[src/rtl/rv32_pkg.sv]
// rtl/rv32_pkg.sv - RV32I opcode/funct constants and the issue bundle shared by issue and ALU
package rv32_pkg;

    localparam logic [6:0] OPC_OP     = 7'b0110011;
    localparam logic [6:0] OPC_OP_IMM = 7'b0010011;
    localparam logic [6:0] OPC_LUI    = 7'b0110111;
    localparam logic [6:0] OPC_AUIPC  = 7'b0010111;
    localparam logic [6:0] OPC_BRANCH = 7'b1100011;

    localparam logic [2:0] F3_ADD_SUB = 3'b000;
    localparam logic [2:0] F3_SLL     = 3'b001;
    localparam logic [2:0] F3_SLT     = 3'b010;
    localparam logic [2:0] F3_SLTU    = 3'b011;
    localparam logic [2:0] F3_SRL_SRA = 3'b101;

    localparam logic [6:0] F7_BASE = 7'b0000000;
    localparam logic [6:0] F7_ALT  = 7'b0100000;

    typedef struct packed {
        logic [31:0] ra;
        logic [31:0] rb;
        logic [31:0] imm;
        logic [31:0] pc;
        logic        arith_mode;
        logic        logic_alt;
        logic [2:0]  funct3;
        logic [4:0]  rd;
        logic        wb;
        logic        branch;
        logic        illegal;
    } issue_bundle_t;

endpackage

[src/rtl/issue_stage_regfile.sv]
// rtl/issue_stage_regfile.sv - 32x32 integer register file, two async reads, one write, x0 hardwired
module issue_stage_regfile #(
    parameter int RESET_REGS = 1
) (
    input  logic        clk,
    input  logic        rst,
    input  logic [4:0]  raddr_a,
    output logic [31:0] rdata_a,
    input  logic [4:0]  raddr_b,
    output logic [31:0] rdata_b,
    input  logic        we,
    input  logic [4:0]  waddr,
    input  logic [31:0] wdata
);

    logic [31:0] regs [31:0];

    // Optional clear on reset, otherwise write port; x0 is never written
    always_ff @(posedge clk) begin
        if (rst && (RESET_REGS != 0)) begin
            for (int i = 0; i < 32; i++) begin
                regs[i] <= 32'd0;
            end
        end else if (we && (waddr != 5'd0)) begin
            regs[waddr] <= wdata;
        end
    end

    assign rdata_a = (raddr_a == 5'd0) ? 32'd0 : regs[raddr_a];
    assign rdata_b = (raddr_b == 5'd0) ? 32'd0 : regs[raddr_b];

endmodule

[src/rtl/issue_stage.sv]
// rtl/issue_stage.sv - RV32I decode/issue with scoreboard, writeback bypass and registered ALU bundle
module issue_stage
    import rv32_pkg::*;
#(
    parameter int RESET_REGS = 1
) (
    input  logic        clk,
    input  logic        rst,
    input  logic        in_valid,
    output logic        in_ready,
    input  logic [31:0] in_inst,
    input  logic [31:0] in_pc,
    input  logic        wb_en,
    input  logic [4:0]  wb_rd,
    input  logic [31:0] wb_data,
    output logic        out_valid,
    input  logic        out_ready,
    output logic [31:0] out_ra,
    output logic [31:0] out_rb,
    output logic [31:0] out_imm,
    output logic [31:0] out_pc,
    output logic        out_arith_mode,
    output logic        out_logic_alt,
    output logic [2:0]  out_funct3,
    output logic [4:0]  out_rd,
    output logic        out_wb,
    output logic        out_branch,
    output logic        out_illegal
);

    logic [6:0]  opcode;
    logic [2:0]  f3;
    logic [6:0]  f7;
    logic [4:0]  rs1;
    logic [4:0]  rs2;
    logic [4:0]  rd;
    logic [31:0] imm_i;
    logic [31:0] imm_u;
    logic [31:0] imm_b;
    logic [31:0] shamt;

    assign opcode = in_inst[6:0];
    assign f3     = in_inst[14:12];
    assign f7     = in_inst[31:25];
    assign rs1    = in_inst[19:15];
    assign rs2    = in_inst[24:20];
    assign rd     = in_inst[11:7];
    assign imm_i  = {{20{in_inst[31]}}, in_inst[31:20]};
    assign imm_u  = {in_inst[31:12], 12'd0};
    assign imm_b  = {{19{in_inst[31]}}, in_inst[31], in_inst[7], in_inst[30:25], in_inst[11:8], 1'b0};
    assign shamt  = {27'd0, in_inst[24:20]};

    logic [31:0] rf_a;
    logic [31:0] rf_b;
    logic [31:0] rs1_val;
    logic [31:0] rs2_val;

    issue_stage_regfile #(
        .RESET_REGS (RESET_REGS)
    ) u_regfile (
        .clk     (clk),
        .rst     (rst),
        .raddr_a (rs1),
        .rdata_a (rf_a),
        .raddr_b (rs2),
        .rdata_b (rf_b),
        .we      (wb_en),
        .waddr   (wb_rd),
        .wdata   (wb_data)
    );

    // A result arriving this cycle is forwarded so the dependent instruction issues without a bubble
    assign rs1_val = (wb_en && (wb_rd == rs1) && (rs1 != 5'd0)) ? wb_data : rf_a;
    assign rs2_val = (wb_en && (wb_rd == rs2) && (rs2 != 5'd0)) ? wb_data : rf_b;

    issue_bundle_t dec;
    logic          rs1_used;
    logic          rs2_used;
    logic          illegal;

    // Decode the fetched instruction into the ALU bundle and its register usage
    always_comb begin
        dec        = '0;
        dec.pc     = in_pc;
        dec.funct3 = f3;
        dec.rd     = rd;
        rs1_used   = 1'b0;
        rs2_used   = 1'b0;
        illegal    = 1'b0;
        case (opcode)
            OPC_OP: begin
                rs1_used       = 1'b1;
                rs2_used       = 1'b1;
                dec.ra         = rs1_val;
                dec.rb         = rs2_val;
                dec.arith_mode = (f3 == F3_ADD_SUB) ? in_inst[30] : ((f3 == F3_SLT) || (f3 == F3_SLTU));
                dec.logic_alt  = (f3 == F3_SRL_SRA) && in_inst[30];
                if (!((f7 == F7_BASE) || ((f7 == F7_ALT) && ((f3 == F3_ADD_SUB) || (f3 == F3_SRL_SRA))))) begin
                    illegal = 1'b1;
                end
            end
            OPC_OP_IMM: begin
                rs1_used       = 1'b1;
                dec.ra         = rs1_val;
                dec.rb         = ((f3 == F3_SLL) || (f3 == F3_SRL_SRA)) ? shamt : imm_i;
                dec.imm        = dec.rb;
                dec.arith_mode = (f3 == F3_SLT) || (f3 == F3_SLTU);
                dec.logic_alt  = (f3 == F3_SRL_SRA) && in_inst[30];
                if (((f3 == F3_SLL) && (f7 != F7_BASE)) ||
                    ((f3 == F3_SRL_SRA) && (f7 != F7_BASE) && (f7 != F7_ALT))) begin
                    illegal = 1'b1;
                end
            end
            OPC_LUI: begin
                dec.rb     = imm_u;
                dec.imm    = imm_u;
                dec.funct3 = F3_ADD_SUB;
            end
            OPC_AUIPC: begin
                dec.ra     = in_pc;
                dec.rb     = imm_u;
                dec.imm    = imm_u;
                dec.funct3 = F3_ADD_SUB;
            end
            OPC_BRANCH: begin
                rs1_used       = 1'b1;
                rs2_used       = 1'b1;
                dec.ra         = rs1_val;
                dec.rb         = rs2_val;
                dec.imm        = imm_b;
                dec.arith_mode = 1'b1;
                dec.branch     = 1'b1;
                dec.rd         = 5'd0;
                if ((f3 == F3_SLT) || (f3 == F3_SLTU)) begin
                    illegal = 1'b1;
                end
            end
            default: begin
                illegal = 1'b1;
            end
        endcase
        if (illegal) begin
            rs1_used = 1'b0;
            rs2_used = 1'b0;
        end
        dec.illegal = illegal;
        dec.wb      = !illegal && !dec.branch && (dec.rd != 5'd0);
    end

    logic [31:0] pending;
    logic [31:0] pend_eff;
    logic [31:0] clr_mask;
    logic [31:0] set_mask;
    logic        hazard;
    logic        accept;

    // The writeback of this cycle releases its register before the hazard check
    assign clr_mask = wb_en ? (32'd1 << wb_rd) : 32'd0;
    assign pend_eff = pending & ~clr_mask;
    assign hazard   = (rs1_used && pend_eff[rs1]) ||
                      (rs2_used && pend_eff[rs2]) ||
                      (dec.wb && pend_eff[dec.rd]);
    assign in_ready = (!out_valid || out_ready) && !hazard;
    assign accept   = in_valid && in_ready;
    assign set_mask = (accept && dec.wb) ? (32'd1 << dec.rd) : 32'd0;

    // Scoreboard: a new claim on rd overrides a same-cycle release of it
    always_ff @(posedge clk) begin
        if (rst) begin
            pending <= 32'd0;
        end else begin
            pending <= pend_eff | set_mask;
        end
    end

    issue_bundle_t out_q;

    // Output register: load on accept, hold while stalled, drop valid once consumed
    always_ff @(posedge clk) begin
        if (rst) begin
            out_valid <= 1'b0;
            out_q     <= '0;
        end else if (accept) begin
            out_valid <= 1'b1;
            out_q     <= dec;
        end else if (out_ready) begin
            out_valid <= 1'b0;
        end
    end

    assign out_ra         = out_q.ra;
    assign out_rb         = out_q.rb;
    assign out_imm        = out_q.imm;
    assign out_pc         = out_q.pc;
    assign out_arith_mode = out_q.arith_mode;
    assign out_logic_alt  = out_q.logic_alt;
    assign out_funct3     = out_q.funct3;
    assign out_rd         = out_q.rd;
    assign out_wb         = out_q.wb;
    assign out_branch     = out_q.branch;
    assign out_illegal    = out_q.illegal;

endmodule

[config.mk]
export PLATFORM = sky130hd
export DESIGN_NAME = issue_stage
export DESIGN_NICKNAME = d
export VERILOG_FILES = /design/src/rtl/rv32_pkg.sv /design/src/rtl/issue_stage_regfile.sv /design/src/rtl/issue_stage.sv
export SDC_FILE = /design/constraint.sdc
export NUM_CORES = 2
export LEC_CHECK = 0
export ABC_AREA = 0
export ABC_CLOCK_PERIOD_IN_PS = 6500
export BUFFER_PORTS_ARGS = -buffer_cell sky130_fd_sc_hd__buf_2
export CORE_MARGIN = 2
export CORE_UTILIZATION = 30
export CTS_CLUSTER_SIZE = 20
export DETAILED_ROUTE_END_ITERATION = 12
export SLEW_MARGIN = 15
export SYNTH_ARGS = -nofsm -noshare
export SYNTH_HDL_FRONTEND = slang
export SYNTH_SLANG_ARGS = --single-unit
[constraint.sdc]
create_clock -name clk -period 6.5 [get_ports clk]
set_input_delay 1.625 -clock clk [delete_from_list [all_inputs] [get_ports clk]]
set_output_delay 1.625 -clock clk [all_outputs]
set_load 0.1 [all_outputs]
* Word-level counts from Yosys, hierarchy flattened
Memory sizes are Yosys's and may differ from the RTL's.
Index checks and enable logic that the tools add are counted.
** Operators by class
- Reductions and logical operators :: 45
- Bitwise gates (word level) :: 3
- $mul :: 0
- Div/mod/pow operators :: 0
- Add/subtract/negate cells :: 0
- Equal/unequal tests :: 13
- Magnitude comparators :: 3
- Shift operators :: 2
- Muxes and demuxes :: 40
** Operators with widths (number)
- 32-bit 2-to-1 mux :: 8
- 32-bit one-hot mux with 3 select lines :: 2
- 32-bit one-hot mux with 2 select lines :: 1
- 1-bit by 5-bit << shifter with 32-bit output, first input constant :: 2
- 32-bit AND :: 1
- 32-bit inverter :: 1
- 32-bit bitwise OR :: 1
- 32-bit OR reduction :: 1
- 7-bit by 6-bit == test with 1-bit output, second input constant :: 3
- 1-bit 2-to-1 mux :: 21
- 5-bit nonzero test :: 4
- 1-bit logical AND :: 18
- 5-bit by 6-bit < comparator with 1-bit output, second input constant :: 3
- 1-bit binary-select mux with 5-bit select :: 3
- 7-bit by 5-bit == test with 1-bit output, second input constant :: 2
- 5-bit == test :: 2
- 5-bit logical NOT :: 2
- 5-bit 2-to-1 mux :: 2
- 1-bit logical OR :: 8
- 7-bit == test, second input constant :: 1
- 7-bit logical NOT :: 1
- 7-bit by 6-bit inequality test with 1-bit output, second input constant :: 1
- 7-bit nonzero test :: 1
- 3-bit by 2-bit == test with 1-bit output, second input constant :: 2
- other kinds (10) :: 15
** Storage, ports and cells
- Memories kept :: 1
- Logic and storage cells :: 120
- Input bits :: 106
- Bits in latches :: 0
- Output and inout bits :: 143
- ROM bits :: 0
- Register bits :: 174
- Bits in writable memories :: 1024
** Memories
- u_regfile.regs :: words 32, bits a word 32, rd ports 2, clocked after memory_dff 0, write ports 32, RTL line issue_stage_regfile.sv:16 : logic [31:0] regs [31:0];

* Logic depth before layout (Yosys ltp)
- Word-level depth :: 17
- Mapped depth :: 13
- Depth with buffers taken out :: 8

* Hierarchy
A second synthesis with hierarchy kept.
** Unflattened totals
- Cell total of the unflattened synthesis :: 4737
- Area, all modules :: 64867.2 sq um
** Modules (own cells, without submodules)
- issue_stage_regfile :: cells an instance 3502, seq. area each 30749.5 sq um, area an instance 54253.3 sq um, times used 1
- issue_stage :: cells an instance 1235, seq. area each 3483.3 sq um, area an instance 10613.9 sq um, times used 1

* Worst setup path after synthesis
OpenSTA, ideal clock, no wires.
- Path kind :: input to output
- From :: input wb_rd[1]
- To :: output in_ready
- Data arrival time :: 4.350 ns
- Stages on the path :: 10
- Buffers on the path :: 3
- Setup slack :: 0.525 ns
- Cell sequence :: buf_2 or2_2 o21ai_0 a22oi_1 a221oi_1 o41a_1 o31a_1 buf_2 buf_2 and3_1
** On the way
- Longest elaborated chain between the ends :: 11
- Elaborated cells on any way between the ends :: 17
- Classes of those cells :: shift: 1; mux: 7; bitwise: 2; reduce/logical: 7
** Ends and longest elaborated chain
- from (decl) :: RTL line issue_stage.sv:14 : input logic [4:0] wb_rd,
- 1-bit by 5-bit << shifter with 32-bit output (*) :: RTL line issue_stage.sv:158 : assign clr_mask = wb_en ? (32'd1 << wb_rd) : 32'd0;
- 32-bit 2-to-1 mux (*) :: RTL line issue_stage.sv:158
- 32-bit inverter (*) :: RTL line issue_stage.sv:159 : assign pend_eff = pending & ~clr_mask;
- 32-bit AND (*) :: RTL line issue_stage.sv:159
- 1-bit binary-select mux with 5-bit select (on tied branches) :: RTL line issue_stage.sv:160, issue_stage.sv:161
- 1-bit 2-to-1 mux (on tied branches) :: RTL line issue_stage.sv:160, issue_stage.sv:161
- 1-bit logical AND (on tied branches) :: RTL line issue_stage.sv:160, issue_stage.sv:161
- 1-bit logical OR :: RTL line issue_stage.sv:160 : assign hazard = (rs1_used && pend_eff[rs1]) ||
- 1-bit logical OR (*) :: RTL line issue_stage.sv:161 : (rs2_used && pend_eff[rs2]) ||
- 1-bit logical NOT (*) :: RTL line issue_stage.sv:163 : assign in_ready = (!out_valid || out_ready) && !hazard;
- 1-bit logical AND (*) :: RTL line issue_stage.sv:163
- to (decl) :: RTL line issue_stage.sv:10 : output logic in_ready,
Mark *: on every way between the ends. The rest lies on a longest branch, timed or not. The select of a mux whose other input is x is not followed.

* Worst setup path in the final report
- From :: input wb_rd[0]
- To :: output in_ready
The elaborated chain is that of the path after synthesis.

==> results.sh <==
export IMPL_outcome="finished clean"
export IMPL_grt_pass1_wl_um=352300
export IMPL_slew_headroom=0.1162
export IMPL_io_pins=249
export IMPL_instances_no_fill=7707
export IMPL_slew_viol_final=0
export IMPL_worstSetupEndpoint="in_ready"
export IMPL_clock_tree_root_cell="clkbuf_16"
export IMPL_layout_setup_ws_ns=0.2469
export IMPL_reg2regPathDepth=9
export IMPL_drv_cap=0
export IMPL_core_area_um2=211900
export IMPL_layout_common_cells="edfxtp_1, and2_1, mux4_2, mux2i_1, buf_2"
export IMPL_synth_area_per_cell_um2=13.49
export IMPL_rsz0062_at_grt="false"
export IMPL_cts_tree="built"
export IMPL_synthFlopType="edfxtp_1"
export IMPL_reg2reg_from="pending[15]"
export IMPL_routed_wl_met3_um=31280
export IMPL_crit_arrival_ns=4.63
export IMPL_via_per_inst=6.061
export IMPL_initial_core_util=0.3012
export IMPL_place_inst=7464
export IMPL_tightest_slew_ns=1.326
export IMPL_synthAdderAreaFrac=0
export IMPL_chipWidth_um=465.2
export IMPL_place_ws_ns=0.3177
export IMPL_fmax_ghz=0.1599
export IMPL_drt_first_pass_iters=9
export IMPL_ctsHoldBuffers=0
export IMPL_netlist_instances=4730
export IMPL_leakagePower_uw=0.02485
export IMPL_final_setup_skew_ns=0.03366
export IMPL_tns_ns=0
export IMPL_nFillCells=20495
export IMPL_irDropWorstVdd_mv=0.2719
export IMPL_hold_violations=0
export IMPL_drc=0
export IMPL_cts_resized=0
export IMPL_synthesis_area_um2=63820
export IMPL_startpoint="wb_rd[0]"
export IMPL_holdCritStartpoint="out_pc[1]"
export IMPL_cts_setup_buffers=0
export IMPL_grt_start_max_net_pins=123
export IMPL_clk_pin_slew_ns=0.06
export IMPL_yosysUniqueCellTypes=73
export IMPL_synth_edf_count=1024
export IMPL_globalplace_congestion=0.9185
export IMPL_ys_seq_area_frac=0.5364
export IMPL_ant_nets=0
export IMPL_crit_fanout=12
export IMPL_dp_hpwl_um=150400
export IMPL_io_buffers=248
export IMPL_critPathKind="primary input to output pin"
export IMPL_die_area_um2=216400
export IMPL_r2r_end="out_pc[9]"
export IMPL_track_usage=0.2276
export IMPL_finalSetupViolCount=0
export IMPL_critPathCaptureType="output pin"
export IMPL_grt_antenna_before_repair=41
export IMPL_dr_wl_met2_um=113600
export IMPL_drive_gt1_frac=0.2450
export IMPL_numClockSinks=1198
export IMPL_r2r_slack_ns=2.97
export IMPL_fin_crit_sh=0.9620
export IMPL_cts_inserted_buffers=121
export IMPL_p_per_area_nw_per_um2=260.2
export IMPL_synth_xor_xnor_area_share=0.001647
export IMPL_clock_latency_ns=0.79
export IMPL_rows=169
export IMPL_syn2layout_area_growth_pct=13.95
export IMPL_layout_commonest_cell="edfxtp_1"
export IMPL_ys_ff_latch=1198
export IMPL_wl_per_cell_um=32.94
export IMPL_fin_nets=4872
export IMPL_first_global_vias=45225
export IMPL_drtIter0Drc=7584
export IMPL_synth_warnings=0
export IMPL_cts_buffer_depth=3
export IMPL_highest_signal_layer="met5"
export IMPL_chipHeight_um=465.2
export IMPL_synth_top_family_by_area="multiplexers"
export IMPL_synth_compound_area_frac=0.08900
export IMPL_hold_class="flop to flop"
export IMPL_startpoint_type="primary input"
export IMPL_whs_path_depth=2
export IMPL_required_ns=4.88
export IMPL_min_period_ns=6.253
export IMPL_dr_total_vias=46712
export IMPL_synthArstFlopShare=0
export IMPL_synth_top_cells_by_area="edfxtp_1, mux4_2, and2_1, dfxtp_1, mux2i_1"
export IMPL_wirelength_um=253900
export IMPL_synthMuxAreaShare=0.2076
export IMPL_synth_top_area_cell="edfxtp_1"
export IMPL_h_tree_depth=3
export IMPL_synthSimpleGateAreaFrac=0.1311
export IMPL_yosysTopAreaCellShare=0.4818
export IMPL_gr_total_overflow=0
export IMPL_met1_length_um=95280
## cells in the mapped netlist (40+ instances only)
cell type / number
mux4_2: 454
buf_2: 64
o221ai_1: 126
nor2_1: 53
edfxtp_1: 1024
and2_1: 998
nand4_1: 40
o31ai_1: 44
a31oi_1: 95
nand2_1: 71
a211oi_1: 79
nor3_1: 103
dfxtp_1: 174
a21oi_1: 138
o21ai_0: 71
clkbuf_1: 424
buf_1: 55
mux2i_1: 258
o22ai_1: 91
## registers in the layout, summed over array words and instances, names as in the netlist
| register | count |
|---|---|
| u_regfile.regs | 1024 |
| out_imm | 32 |
| out_pc | 32 |
| out_ra | 32 |
| out_rb | 32 |
| pending | 32 |
| out_rd | 5 |
| out_funct3 | 3 |
| out_arith_mode | 1 |
| out_branch | 1 |
| out_illegal | 1 |
| out_logic_alt | 1 |
| out_valid | 1 |
| out_wb | 1 |
## kinds of logic (layout without fill, tap and decap cells)
family	Yosys count	in the layout
AOI/OAI and AO/OA	810	810
xor gates and xnor gates	12	12
buffers and inverters	558	663
DFF	1198	1198
muxes	751	751
other	1	52
and+or+nand+nor	1400	1400
## power by group
group | total (uW) | leakage, uW | internal, uW | switching (uW)
Clock | 7190 | 0.00193 | 4010 | 3180
Combinational | 2770 | 0.0117 | 912 | 1860
Sequential | 8960 | 0.0112 | 8750 | 212
## worst min-delay path by stage
stage                               end  slack [ns]
final                         out_pc[1]        0.47
after global routing         out_pc[23]        0.49
after CTS                    out_pc[21]        0.47
after detailed placement     out_pc[21]        0.46
after global placement    out_funct3[2]        0.45
after floorplan             pending[25]        0.48
## layout make-up
class                      instances  area, um2  share of cell area
clock buffer                     160       3312             0.04554
clock inverter                    63      635.6            0.008739
sequential                      1198      34230              0.4707
inverter                          13      55.05           0.0007570
timing repair buffer             427       2894             0.03979
tap                             2821       3530             0.04853
antenna                           20      50.05           0.0006881
multi-input combinational       3005      28020              0.3853
## metrics by stage
stage,utilization,instance area (um2),total power [uW],hold slack (ns)
floorplan,-,63940,10840,0.4801
global placement,0.3244,68730,11780,0.4480
detailed placement,0.3244,68730,11830,0.4584
CTS,0.3430,72680,18900,0.4669
global route,0.3431,72700,19350,0.4862
finish,0.3433,72730,18920,0.4661
## critical path, stage by stage
cell and delay (ns):
buf_2 0.19, or4b_1 0.77, o21ai_0 0.42, o221ai_1 0.19, o211ai_1 0.22, a311o_1 0.38, or2_2 0.17, and3_1 0.41
buf_12 0.23
## layer usage
metal,global-route usage,vias up
met3,0.05877,641
met1,0.2961,24007
met2,0.3513,3416
li1,-,18636
met4,0.1132,12
met5,0,-
Power figures use the tool's default switching activity.
